--- config.mk ---
export PLATFORM = sky130hd
export DESIGN_NAME = interrupt_controller_n
export DESIGN_NICKNAME = d
export VERILOG_FILES = /design/src/rtl/intc_pkg.sv /design/src/rtl/irq_sync_edge.sv /design/src/rtl/interrupt_controller_n.sv
export SDC_FILE = /design/constraint.sdc
export NUM_CORES = 1
export LEC_CHECK = 0
export ABC_AREA = 1
export BUFFER_PORTS_ARGS = -buffer_cell sky130_fd_sc_hd__buf_2
export CORE_MARGIN = 2
export CORE_UTILIZATION = 30
export CTS_BUF_LIST = sky130_fd_sc_hd__clkbuf_8
export DETAILED_ROUTE_END_ITERATION = 16
export GPL_ROUTABILITY_DRIVEN = 0
export PLACE_DENSITY = 0.58
export SYNTH_ARGS = -nofsm -noshare
export SYNTH_HDL_FRONTEND = slang
export SYNTH_SLANG_ARGS = --single-unit
--- constraint.sdc ---
create_clock -name clk -period 2.3 [get_ports clk]
set_clock_uncertainty 0.1 [all_clocks]
set_input_delay 0.115 -clock clk [delete_from_list [all_inputs] [get_ports clk]]
set_output_delay 0.115 -clock clk [all_outputs]
set_load 0.05 [all_outputs]
--- src/rtl/intc_pkg.sv ---
// Shared definitions for the NUM_IRQ-input interrupt controller:
// register offsets, service state and the priority helper.
package intc_pkg;

  localparam logic [2:0] INTC_MASK_L = 3'd0;
  localparam logic [2:0] INTC_MASK_H = 3'd1;
  localparam logic [2:0] INTC_PEND_L = 3'd2;
  localparam logic [2:0] INTC_PEND_H = 3'd3;
  localparam logic [2:0] INTC_STATUS = 3'd4;
  localparam logic [2:0] INTC_EOI    = 3'd5;

  typedef enum logic {
    INTC_IDLE,
    INTC_SERVICE
  } intc_state_t;

  typedef struct packed {
    logic       valid;
    logic [3:0] idx;
  } lowest_t;

  function automatic lowest_t lowest_set(input logic [15:0] v);
    lowest_t r;
    r = '0;
    for (int i = 15; i >= 0; i--) begin
      if (v[i]) begin
        r.valid = 1'b1;
        r.idx   = 4'(i);
      end
    end
    return r;
  endfunction

endpackage

--- src/rtl/irq_sync_edge.sv ---
// One request line: metastability synchroniser plus a history
// flop giving the synced level and a single-cycle rise pulse.
module irq_sync_edge #(
  parameter int SYNC_STAGES = 2
) (
  input  logic clk,
  input  logic rst_n,
  input  logic irq,
  output logic level,
  output logic rise
);

  logic [SYNC_STAGES-1:0] sync_q, sync_d;
  logic                   prev_q, prev_d;

  always_comb begin
    sync_d = {sync_q[SYNC_STAGES-2:0], irq};
    prev_d = sync_q[SYNC_STAGES-1];
  end

  always_ff @(posedge clk or negedge rst_n) begin
    if (!rst_n) begin
      sync_q <= '0;
      prev_q <= 1'b0;
    end else begin
      sync_q <= sync_d;
      prev_q <= prev_d;
    end
  end

  assign level = sync_q[SYNC_STAGES-1];
  assign rise  = level & ~prev_q;

endmodule

--- src/rtl/interrupt_controller_n.sv ---
// Parametrised interrupt controller: mask/pending/in-service state,
// registered lowest-index request and an ack/EOI service handshake.
module interrupt_controller_n
  import intc_pkg::*;
#(
  parameter int          NUM_IRQ     = 8,
  parameter int          VEC_W       = 4,
  parameter logic [15:0] EDGE_SEL    = 16'hFFFF,
  parameter int          SYNC_STAGES = 2,
  parameter logic [15:0] MASK_RST    = 16'h0000
) (
  input  logic               clk,
  input  logic               rst,
  input  logic               ce,
  input  logic               wren,
  input  logic [2:0]         addr,
  input  logic [7:0]         from_cpu,
  output logic [7:0]         to_cpu,
  input  logic [NUM_IRQ-1:0] irq_in,
  input  logic               int_ack,
  output logic               int_rq,
  output logic [VEC_W-1:0]   int_addr,
  output logic               busy
);

  localparam logic [15:0] CH_MASK = 16'((32'd1 << NUM_IRQ) - 32'd1);

  logic [NUM_IRQ-1:0] lvl_raw, rise_raw;
  logic [15:0]        lvl, rise;

  for (genvar g = 0; g < NUM_IRQ; g++) begin : g_ch
    irq_sync_edge #(
      .SYNC_STAGES(SYNC_STAGES)
    ) u_sync (
      .clk  (clk),
      .rst_n(rst),
      .irq  (irq_in[g]),
      .level(lvl_raw[g]),
      .rise (rise_raw[g])
    );
  end

  assign lvl  = 16'(lvl_raw);
  assign rise = 16'(rise_raw);

  intc_state_t      state_q, state_d;
  logic [15:0]      mask_q, mask_d;
  logic [15:0]      pend_q, pend_d;
  logic [VEC_W-1:0] insvc_q, insvc_d;
  logic [VEC_W-1:0] int_addr_q, int_addr_d;
  logic             int_rq_q, int_rq_d;
  logic [7:0]       to_cpu_q, to_cpu_d;

  logic        wr, take, eoi, idle;
  logic [15:0] set, w1c, ack_clr;
  lowest_t     lo;

  always_comb begin
    wr      = ce & wren;
    idle    = (state_q == INTC_IDLE);
    eoi     = wr & (addr == INTC_EOI);
    take    = int_ack & int_rq_q & idle;
    set     = ((rise & EDGE_SEL) | (lvl & ~EDGE_SEL)) & CH_MASK;
    w1c     = '0;
    mask_d  = mask_q;
    if (wr) begin
      case (addr)
        INTC_MASK_L: mask_d[7:0]  = from_cpu;
        INTC_MASK_H: mask_d[15:8] = from_cpu;
        INTC_PEND_L: w1c          = {8'h00, from_cpu};
        INTC_PEND_H: w1c          = {from_cpu, 8'h00};
        default: ;
      endcase
    end
    mask_d  = mask_d & CH_MASK;
    // Level channels stay pending at ack; set beats any clear.
    ack_clr = take ? (EDGE_SEL & (16'd1 << int_addr_q)) : '0;
    pend_d  = ((pend_q & ~w1c & ~ack_clr) | set) & CH_MASK;
    lo      = lowest_set(pend_q & mask_q);

    state_d = state_q;
    insvc_d = insvc_q;
    if (take) begin
      state_d = INTC_SERVICE;
      insvc_d = int_addr_q;
    end else if (eoi) begin
      state_d = INTC_IDLE;
    end

    int_rq_d   = idle & lo.valid & ~take;
    int_addr_d = lo.valid ? VEC_W'(lo.idx) : int_addr_q;

    case (addr)
      INTC_MASK_L: to_cpu_d = mask_q[7:0];
      INTC_MASK_H: to_cpu_d = mask_q[15:8];
      INTC_PEND_L: to_cpu_d = pend_q[7:0];
      INTC_PEND_H: to_cpu_d = pend_q[15:8];
      INTC_STATUS: to_cpu_d = {~idle, int_rq_q, 2'b00, 4'(insvc_q)};
      default:     to_cpu_d = 8'h00;
    endcase
  end

  always_ff @(posedge clk or negedge rst) begin
    if (!rst) begin
      state_q    <= INTC_IDLE;
      mask_q     <= MASK_RST & CH_MASK;
      pend_q     <= '0;
      insvc_q    <= '0;
      int_addr_q <= '0;
      int_rq_q   <= 1'b0;
      to_cpu_q   <= 8'h00;
    end else begin
      state_q    <= state_d;
      mask_q     <= mask_d;
      pend_q     <= pend_d;
      insvc_q    <= insvc_d;
      int_addr_q <= int_addr_d;
      int_rq_q   <= int_rq_d;
      to_cpu_q   <= to_cpu_d;
    end
  end

  assign to_cpu   = to_cpu_q;
  assign int_rq   = int_rq_q;
  assign int_addr = int_addr_q;
  assign busy     = (state_q == INTC_SERVICE);

endmodule

==> reports/metrics.csv, run 1 <==
stage,metric,value,unit
timing,Final min period,1.40,ns
drt,# DRC,0,
critical_path,arrival time at the worst endpoint,1.50,ns
finish,antenna cell count,0,
synth,sequential element share of the synthesized area,0.661,
synth,synth warn,0,
synth,Syn Area/Cell,11.4,um2
clocking,TritonCTS Sinks,56,
critical_path,crit path max fanout,7,
floorplanning,Die Y,88.1,um
pwr,Static Leak,1.30,nW
synth,Synthesized Nets,210,
synth,area share of the largest cell type after synthesis,0.661,
finish,Final #Nets,269,
global_route,first-pass GRT wire length,6800,um
timing,endpoints failing hold,0,
clocking,CTS tree,built,
hold_path,Worst Hold Class,in2reg,
place,DP Wirelength,2870,um
global_route,initial antenna violation count,0,
drt,Post-DRT Antenna Nets,0,
timing,fin crit share,0.608,
synth,main area contributors after synthesis,"dfrtp_1 (66%), nand2_1 (8.9%), mux2_4 (5.7%)",
drt,1st-iter DRT viols,97,
finish,P&R area growth vs syn,26.1,%
drt,WL/cell,11.8,um
floorplanning,die area,7750,um2
floorplanning,initial core utilization,0.310,
synth,"count leader, synth",dfrtp_1,
status,status,completed,
synth,Netlist cell types,23,
clocking,CTS buffer count,5,
run,MaxCap Viol Count,0,
clocking,Setup Buffers After CTS,0,
drt,Via density,4.27,
pwr,maximum vdd drop,0.489,mV
synth,synthesized cell area,2120,um2
timing,highest clock rate,715,MHz
clocking,root buf cell,clkbuf_8,
global_route,gr usage total,0.116,
timing,Slew Limit Fails,0,
floorplanning,Die Width,88.1,um
synth,"area leader, netlist",dfrtp_1,
synth,Post-Synthesis Cells,186,
synth,Most used DFF post-synth,dfrtp_1,
floorplanning,io pins,38,
global_route,vias in the first global route,1485,
global_route,pin count of the biggest net entering global routing,57,
clocking,clock slew at reported path FFs,0.10,ns
critical_path,startpoint types,register,
clocking,htree depth,2,
synth,most frequent cells after synthesis,"dfrtp_1 (56), nand2_1 (50), nand3_1 (17), inv_1 (15), o21ai_0 (9)",
clocking,Longest Clk Path Bufs,2,
timing,Slew @ Worst Pin,0.684,ns
finish,Fill cells,707,
synth,"flops & latches, synth",56,
clocking,worst skew pair latency,0.31,ns
timing,RSZ-0062 raised after global routing,false,
timing,worst hold margin,0.0355,ns
timing,Relative slew margins,0.544,
drt,DRT Pass-1 Iters,4,
place,port buffer count,36,
floorplanning,core area,6830,um2
pwr,Power Density,919,nW/um2
finish,share of layout cells above drive strength 1,0.256,
drt,Post-Route WL,4030,um
synth,Post-synth EDFFs,0,
critical_path,critical path type,reg2reg,
global_route,global route overflow,0,
timing,final setup violation count,0,
floorplanning,Rows,30,
synth,Post-synth ARST share,1.00,
critical_path,crit end category,register,
drt,DR vias,1461,
critical_path,required time at the worst-slack endpoint,2.40,ns
timing,Fin Setup TNS,0,ns
==> registers in the layout, indices dropped and copies added (netlist names) <==
register            cells
g_ch.u_sync.sync_q     16
to_cpu                  8
g_ch.u_sync.prev_q      8
int_addr                3
int_rq                  1
pend_q                  8
mask_q                  8
insvc_q                 3
busy                    1
==> worst paths after layout <==
check	start	to	slack, ns	cells past startpoint
max	busy	pend_q[5]	0.90	4
min	addr[2]	busy	0.04	4
max reg2reg	busy	pend_q[5]	0.90	4
min reg2reg	g_ch[2].u_sync.sync_q[0]	g_ch[2].u_sync.sync_q[1]	0.26	0
max in group asynchronous	rst	int_addr[2]	1.29	3
min in group asynchronous	rst	pend_q[4]	0.35	3
==> placed cells by master, fill, tap and decap left out <==
| cell type | instances |
|---|---|
| a21oi_1 | 3 |
| a22o_2 | 3 |
| buf_2 | 36 |
| buf_4 | 1 |
| clkbuf_8 | 5 |
| clkinv_4 | 1 |
| clkinvlp_4 | 1 |
| conb_1 | 1 |
| dfrtp_1 | 56 |
| dlygate4sd3_1 | 17 |
| inv_1 | 15 |
| inv_2 | 1 |
| inv_6 | 3 |
| mux2_4 | 8 |
| nand2_1 | 50 |
| nand2_2 | 1 |
| nand2_8 | 1 |
| nand3_1 | 17 |
| nand4_1 | 2 |
| nor2_1 | 3 |
| nor2_2 | 1 |
| nor2_4 | 1 |
| nor3_1 | 2 |
| o211ai_1 | 7 |
| o21ai_0 | 9 |
| o21ai_1 | 1 |
==> area by class of cell <==
type | count | area (um2) | area share
Sequential cell | 56 | 1400 | 0.524
Inverter | 18 | 77.6 | 0.0290
Multi-Input combinational cell | 110 | 622 | 0.233
Tap cell | 96 | 120 | 0.0449
Clock inverter | 3 | 25.0 | 0.00936
Timing Repair Buffer | 54 | 358 | 0.134
Clock buffer | 5 | 68.8 | 0.0257
==> worst max-delay path: stages, from the launching register on <==
cell and delay [ns]:
dfrtp_1 0.46, nor2_4 0.22, nand2_1 0.18, o211ai_1 0.22, o21ai_0 0.11
==> cell families after synthesis <==
| kind of cell | synth area share |
|---|---|
| muxes | 0.0567 |
| and+or+nand+nor | 0.165 |
| AOI/OAI and AO/OA | 0.0697 |
| buffers and inverters | 0.0455 |
| DFF | 0.661 |
| other | 0.00177 |
==> power by group <==
part / total (mW) / leakage, nW / switching [mW] / internal [mW]
Combinational: 0.647 / 0.599 / 0.441 / 0.207
Clock: 0.552 / 0.0452 / 0.329 / 0.223
Sequential: 1.26 / 0.657 / 0.121 / 1.13
==> stage by stage <==
step	cells	power (mW)	setup slack, ns	utilization	area, um2
final	342	2.46	0.901	0.391	2670
after global routing	342	2.61	0.813	0.391	2670
after CTS	342	2.48	0.903	0.391	2670
after detailed placement	317	1.91	0.902	0.353	2410
after global placement	317	1.90	0.939	0.353	2410
after floorplan	186	1.71	0.766	-	2120
==> routing by layer <==
layer	vias up	track usage	share of wire
met5	-	0	0
met1	679	0.160	0.49
met3	6	0.0302	0.052
met4	0	0.0482	0.013
li1	725	-	-
met2	51	0.175	0.45
==> timing repair <==
item                                   in CTS  in global routing
hold buffers                               17                  0
gates resized for setup                     0                  0
endpoints found under the hold margin      72                  0
No activity file was read; power rests on OpenSTA's default activity.
==> inputs of run 2 (changes only) <==
Clock period 2.3 ns to 1.3 ns, I/O delays scaled along.
==> reports/metrics.csv, run 2 (synthesis gave the netlist of run 1 again) <==
stage,metric,value,unit
global_route,gr usage total,0.115,
critical_path,crit end category,register,
place,dpl cells,332,
finish,Final #Nets,284,
clocking,CTS tree,built,
pwr,Power Density,1580,nW/um2
pwr,combinational share of power,0.293,
clocking,Longest Clk Path Bufs,2,
floorplanning,Rows,30,
critical_path,critical path type,reg2reg,
place,DP Wirelength,3080,um
run,MaxCap Viol Count,0,
critical_path,reg2reg start,mask_q[1],
place,Placed Area,2540,um2
drt,# DRC,0,
finish,P&R area growth vs syn,32.8,%
floorplanning,Die Y,88.1,um
pwr,maximum vdd drop,0.562,mV
hold_path,hold wc startpoint,addr[2],
floorplanning,initial core utilization,0.310,
finish,"commonest non-fill, non-tap cells in the layout","dfrtp_1 (53), nand2_1 (47), buf_2 (36), nand3_1 (17), dlygate4sd3_1 (17)",
critical_path,Reg2Reg Depth,6,
clocking,htree depth,2,
clocking,clock slew at reported path FFs,0.10,ns
pwr,Switching Fraction,0.356,
floorplanning,Die Width,88.1,um
finish,final instance area,2820,um2
timing,Final min period,1.24,ns
finish,share of layout cells above drive strength 1,0.326,
finish,Largest Register,g_ch.u_sync.sync_q,
critical_path,crit path max fanout,3,
floorplanning,core area,6830,um2
finish,Largest register FFs,16,
pwr,Psw,1.59,mW
timing,endpoints failing hold,0,
clocking,Setup Buffers After CTS,0,
finish,Layout Cells excl Fill,357,
pwr,Power Internal,2.86,mW
pwr,Flop pwr share,0.494,
global_route,initial antenna violation count,0,
drt,Post-Route WL,4130,um
drt,1st-iter DRT viols,85,
drt,Post-DRT Antenna Nets,0,
clocking,root buf cell,clkbuf_8,
global_route,pin count of the biggest net entering global routing,44,
drt,WL/cell,11.6,um
hold_path,Worst Hold Class,in2reg,
global_route,first-pass GRT wire length,6680,um
critical_path,required time at the worst-slack endpoint,1.45,ns
global_route,global route overflow,0,
clocking,TritonCTS Sinks,56,
timing,final setup violation count,0,
floorplanning,io pins,38,
clocking,worst skew pair latency,0.31,ns
global_route,vias in the first global route,1399,
timing,Fin Setup TNS,0,ns
timing,fin crit share,0.951,
timing,worst hold margin,0.0122,ns
timing,highest clock rate,809,MHz
hold_path,Hold Path Stages,4,
floorplanning,die area,7750,um2
timing,Slew Limit Fails,0,
status,status,completed,
pwr,Static Leak,1.39,nW
finish,antenna cell count,0,
pwr,clock power share,0.213,
drt,DRT Pass-1 Iters,4,
finish,most common library cell in the layout ignoring fill and taps,dfrtp_1,
drt,DR vias,1461,
clocking,CTS buffer count,5,
drt,Via density,4.09,
critical_path,startpoint types,register,
critical_path,crit path launch,mask_q[1],
timing,RSZ-0062 raised after global routing,true,
place,port buffer count,36,
critical_path,arrival time at the worst endpoint,1.38,ns
## run 2: timing repair
| action | in CTS | in global routing |
|---|---|---|
| hold buffers | 17 | 0 |
| resized for setup | 0 | 6 |
| setup endpoints to repair | 0 | 8 |
| hold endpoints to repair | 74 | 0 |
## run 2: worst paths after layout
check | endpoint | slack [ns]
worst min-delay path | busy | 0.01
worst max register to register | int_addr[1] | 0.06
worst max-delay path | int_addr[1] | 0.06
max in group asynchronous | int_addr[1] | 0.46
worst min register to register | g_ch[7].u_sync.sync_q[1] | 0.26
min in group asynchronous | to_cpu[5] | 0.09
## run 2: area by class of cell
class | instances | area (um2)
Fill cell | 671 | 4020
Sequential cell | 56 | 1410
Multi-Input combinational cell | 110 | 639
Timing Repair Buffer | 69 | 483
Tap cell | 96 | 120
Inverter | 18 | 77.6
Clock buffer | 5 | 68.8
Clock inverter | 3 | 21.3
## run 2: power by group through the flow
stage / sequential (mW) / clock [mW] / combinational (mW)
after detailed placement: 2.23 / 0 / 1.26
after CTS: 2.20 / 0.988 / 1.30
after global routing: 2.24 / 1.06 / 1.42
after floorplan: 2.56 / 0 / 0.477
after global placement: 2.22 / 0 / 1.25
final: 2.20 / 0.950 / 1.30
## run 2: per-stage QoR
step                      utilization  total power, mW  setup slack (ns)
after floorplan                     -             3.04           -0.0132
after global placement          0.372             3.48            0.0868
after detailed placement        0.372             3.49            0.0366
after CTS                       0.410             4.49            0.0243
after global routing            0.412             4.72           -0.0299
final                           0.412             4.45            0.0633
## run 2: per-layer routing
| layer | wire length (um) | GRT usage |
|---|---|---|
| met1 | 1990 | 0.156 |
| met4 | 55 | 0.0413 |
| met3 | 235 | 0.0349 |
| met2 | 1840 | 0.176 |
| met5 | 0 | 0 |
## run 2: worst max-delay path, cell delays in order (launching register included)
cell	delay (ns)
dfrtp_1	0.41
nand2_1	0.13
nand4_1	0.16
nor3_2	0.12
buf_4	0.14
nand2_1	0.05
nand2_1	0.06
==> inputs of run 3 (changes only) <==
Settings changed: ABC_AREA 1 to default, CAP_MARGIN from default to 20.
==> reports/metrics.csv, run 3 <==
stage,metric,value,unit
finish,Final #Nets,260,
pwr,maximum vdd drop,0.846,mV
synth,sequential element share of the synthesized area,0.671,
clocking,root buf cell,clkbuf_8,
finish,Largest Register,g_ch.u_sync.sync_q,
hold_path,hold wc startpoint,addr[0],
floorplanning,core area,6760,um2
critical_path,CP max stage delay,0.41,ns
floorplanning,Die Width,87.4,um
hold_path,Worst Hold Class,in2reg,
timing,worst hold margin,0.0630,ns
global_route,layer carrying the most global-route usage,met2,
pwr,overall power,4.37,mW
synth,Synthesized Nets,183,
place,dpl cells,289,
finish,Largest register FFs,16,
synth,synthesized cell area,2090,um2
drt,Post-DRT Antenna Nets,0,
floorplanning,Rows,30,
global_route,gr usage total,0.121,
critical_path,crit path cell chain,nand3b_1 > nor2_4 > a32oi_1 > a22o_1,
timing,PnR worst setup slack,-0.0927,ns
clocking,Longest Clk Path Bufs,2,
floorplanning,io pins,38,
status,status,finished with violations,
finish,"commonest non-fill, non-tap cells in the layout","dfrtp_1 (52), buf_2 (34), dlygate4sd3_1 (19), buf_4 (19), nor2_1 (14)",
clocking,worst skew pair latency,0.30,ns
clocking,CTS tree,built,
synth,Post-synth ARST share,1.00,
synth,Post-Synthesis Cells,159,
drt,DR vias,1446,
critical_path,startpoint types,register,
floorplanning,die area,7640,um2
global_route,global routing usage on met1,0.159,
synth,area share of the largest cell type after synthesis,0.671,
timing,endpoints failing hold,0,
critical_path,arrival time at the worst endpoint,1.48,ns
place,DP Wirelength,3160,um
finish,most common library cell in the layout ignoring fill and taps,dfrtp_1,
place,port buffer count,36,
timing,Final min period,1.39,ns
synth,Netlist cell types,25,
timing,Slew Limit Fails,0,
timing,final setup violation count,10,
clocking,clock slew at reported path FFs,0.10,ns
synth,"flops & latches, synth",56,
critical_path,CP max-delay cell,dfrtp_2,
global_route,global route overflow,0,
synth,"area leader, netlist",dfrtp_1,
run,MaxCap Viol Count,0,
synth,Syn Area/Cell,13.1,um2
synth,synth warn,0,
global_route,first-pass GRT wire length,7090,um
finish,share of layout cells above drive strength 1,0.367,
drt,WL/cell,13.9,um
clocking,CTS buffer count,5,
global_route,GR Util met2,0.199,
drt,# DRC,0,
critical_path,crit path launch,busy,
timing,highest clock rate,718,MHz
floorplanning,initial core utilization,0.309,
status,violated checks,negative setup slack,
global_route,pin count of the biggest net entering global routing,57,
critical_path,reg2reg start,busy,
place,DP Worst Slack,-0.0907,ns
clocking,TritonCTS Sinks,56,
synth,main area contributors after synthesis,"dfrtp_1 (67%), mux2_2 (5.4%), mux2i_1 (3.8%)",
clocking,htree depth,2,
finish,P&R area growth vs syn,35.5,%
pwr,Static Leak,1.35,nW
synth,Post-synth EDFFs,0,
drt,Via density,4.56,
critical_path,critical path type,reg2reg,
pwr,Power Density,1540,nW/um2
drt,1st-iter DRT viols,59,
synth,Most used DFF post-synth,dfrtp_1,
drt,Post-Route WL,4420,um
critical_path,crit end category,register,
global_route,vias in the first global route,1489,
finish,antenna cell count,0,
timing,RSZ-0062 raised after global routing,true,
timing,fin crit share,1.07,
drt,DRT Pass-1 Iters,4,
critical_path,crit path max fanout,5,
critical_path,required time at the worst-slack endpoint,1.39,ns
global_route,met3 Track Usage GR,0.0351,
critical_path,Critical path buffers and inverters,0,
critical_path,CP top delay family,simple AND/OR/NAND/NOR gates,
finish,Layout Cells excl Fill,317,
floorplanning,Die Y,87.4,um
synth,most frequent cells after synthesis,"dfrtp_1 (56), nor2_1 (16), nand2_1 (11), mux2_2 (10)",
synth,"count leader, synth",dfrtp_1,
global_route,initial antenna violation count,0,
run 3: cell count changes after synthesis, sizes merged, moves of 4 or more:
cell,before,now
mux2i,0,8
inv,17,9
a21oi,3,7
a22o,3,9
o21ai,10,0
o211ai,7,1
nor2,5,16
nand2,52,11
a22oi,0,7
nand3,17,2
run 3: kinds of logic (layout without fill, tap and decap cells):
group	Yosys count	after routing	synth area share
buffers and inverters	13	91	0.0294
and+or+nand+nor	42	42	0.102
muxes	18	18	0.0923
other	1	1	0.00180
DFF	56	56	0.671
AOI/OAI and AO/OA	29	29	0.104
run 3: worst paths after layout:
kind,cells after the start,slack [ns],to
worst min register to register,0,0.26,g_ch[5].u_sync.sync_q[1]
worst max register to register,4,-0.09,pend_q[7]
worst min-delay path,3,0.06,to_cpu[2]
max in group asynchronous,3,0.65,int_rq
worst max-delay path,4,-0.09,pend_q[7]
min in group asynchronous,3,0.18,g_ch[4].u_sync.sync_q[0]
run 3: timing repair:
action                                  4_1_cts  5_1_grt
hold buffers                                 19        0
pin swaps                                     2        1
resized for setup                             6        5
endpoints found under the setup margin       11       15
endpoints found under the hold margin        74        0
setup buffers                                 0        1
run 3: power by group:
part	total [mW]	switching (mW)	internal, mW	leakage (nW)
clock network	0.982	0.545	0.437	0.0516
logic	1.21	0.727	0.487	0.649
registers	2.17	0.184	1.99	0.652
total	4.37	1.46	2.91	1.35
run 3: metrics by stage:
step | instance area, um2 | utilization | setup TNS (ns)
after floorplan | 2100 | - | -1.57
after global placement | 2500 | 0.369 | -0.298
after detailed placement | 2500 | 0.369 | -0.620
after CTS | 2810 | 0.416 | -0.690
after global routing | 2830 | 0.419 | -1.43
final | 2830 | 0.419 | -0.617
run 3: layer usage:
layer	wire length [um]	up-vias	share of wire
li1	-	709	-
met1	2100	705	0.48
met2	2090	30	0.47
met3	201	2	0.046
met4	22	0	0.0050
met5	0	-	0
run 3: area by class of cell:
class,count,area (um2)
Timing Repair Buffer,74,531
Sequential cell,56,1410
Clock inverter,2,13.8
Tap cell,80,100
Fill cell,674,3930
Inverter,9,33.8
Clock buffer,6,82.6
Multi-Input combinational cell,90,663
run 3: worst register-to-register path, stage by stage, from the launching register on:
cell      delay, ns
dfrtp_2        0.41
nand3b_1       0.27
nor2_4         0.21
a32oi_1        0.12
a22o_1         0.18
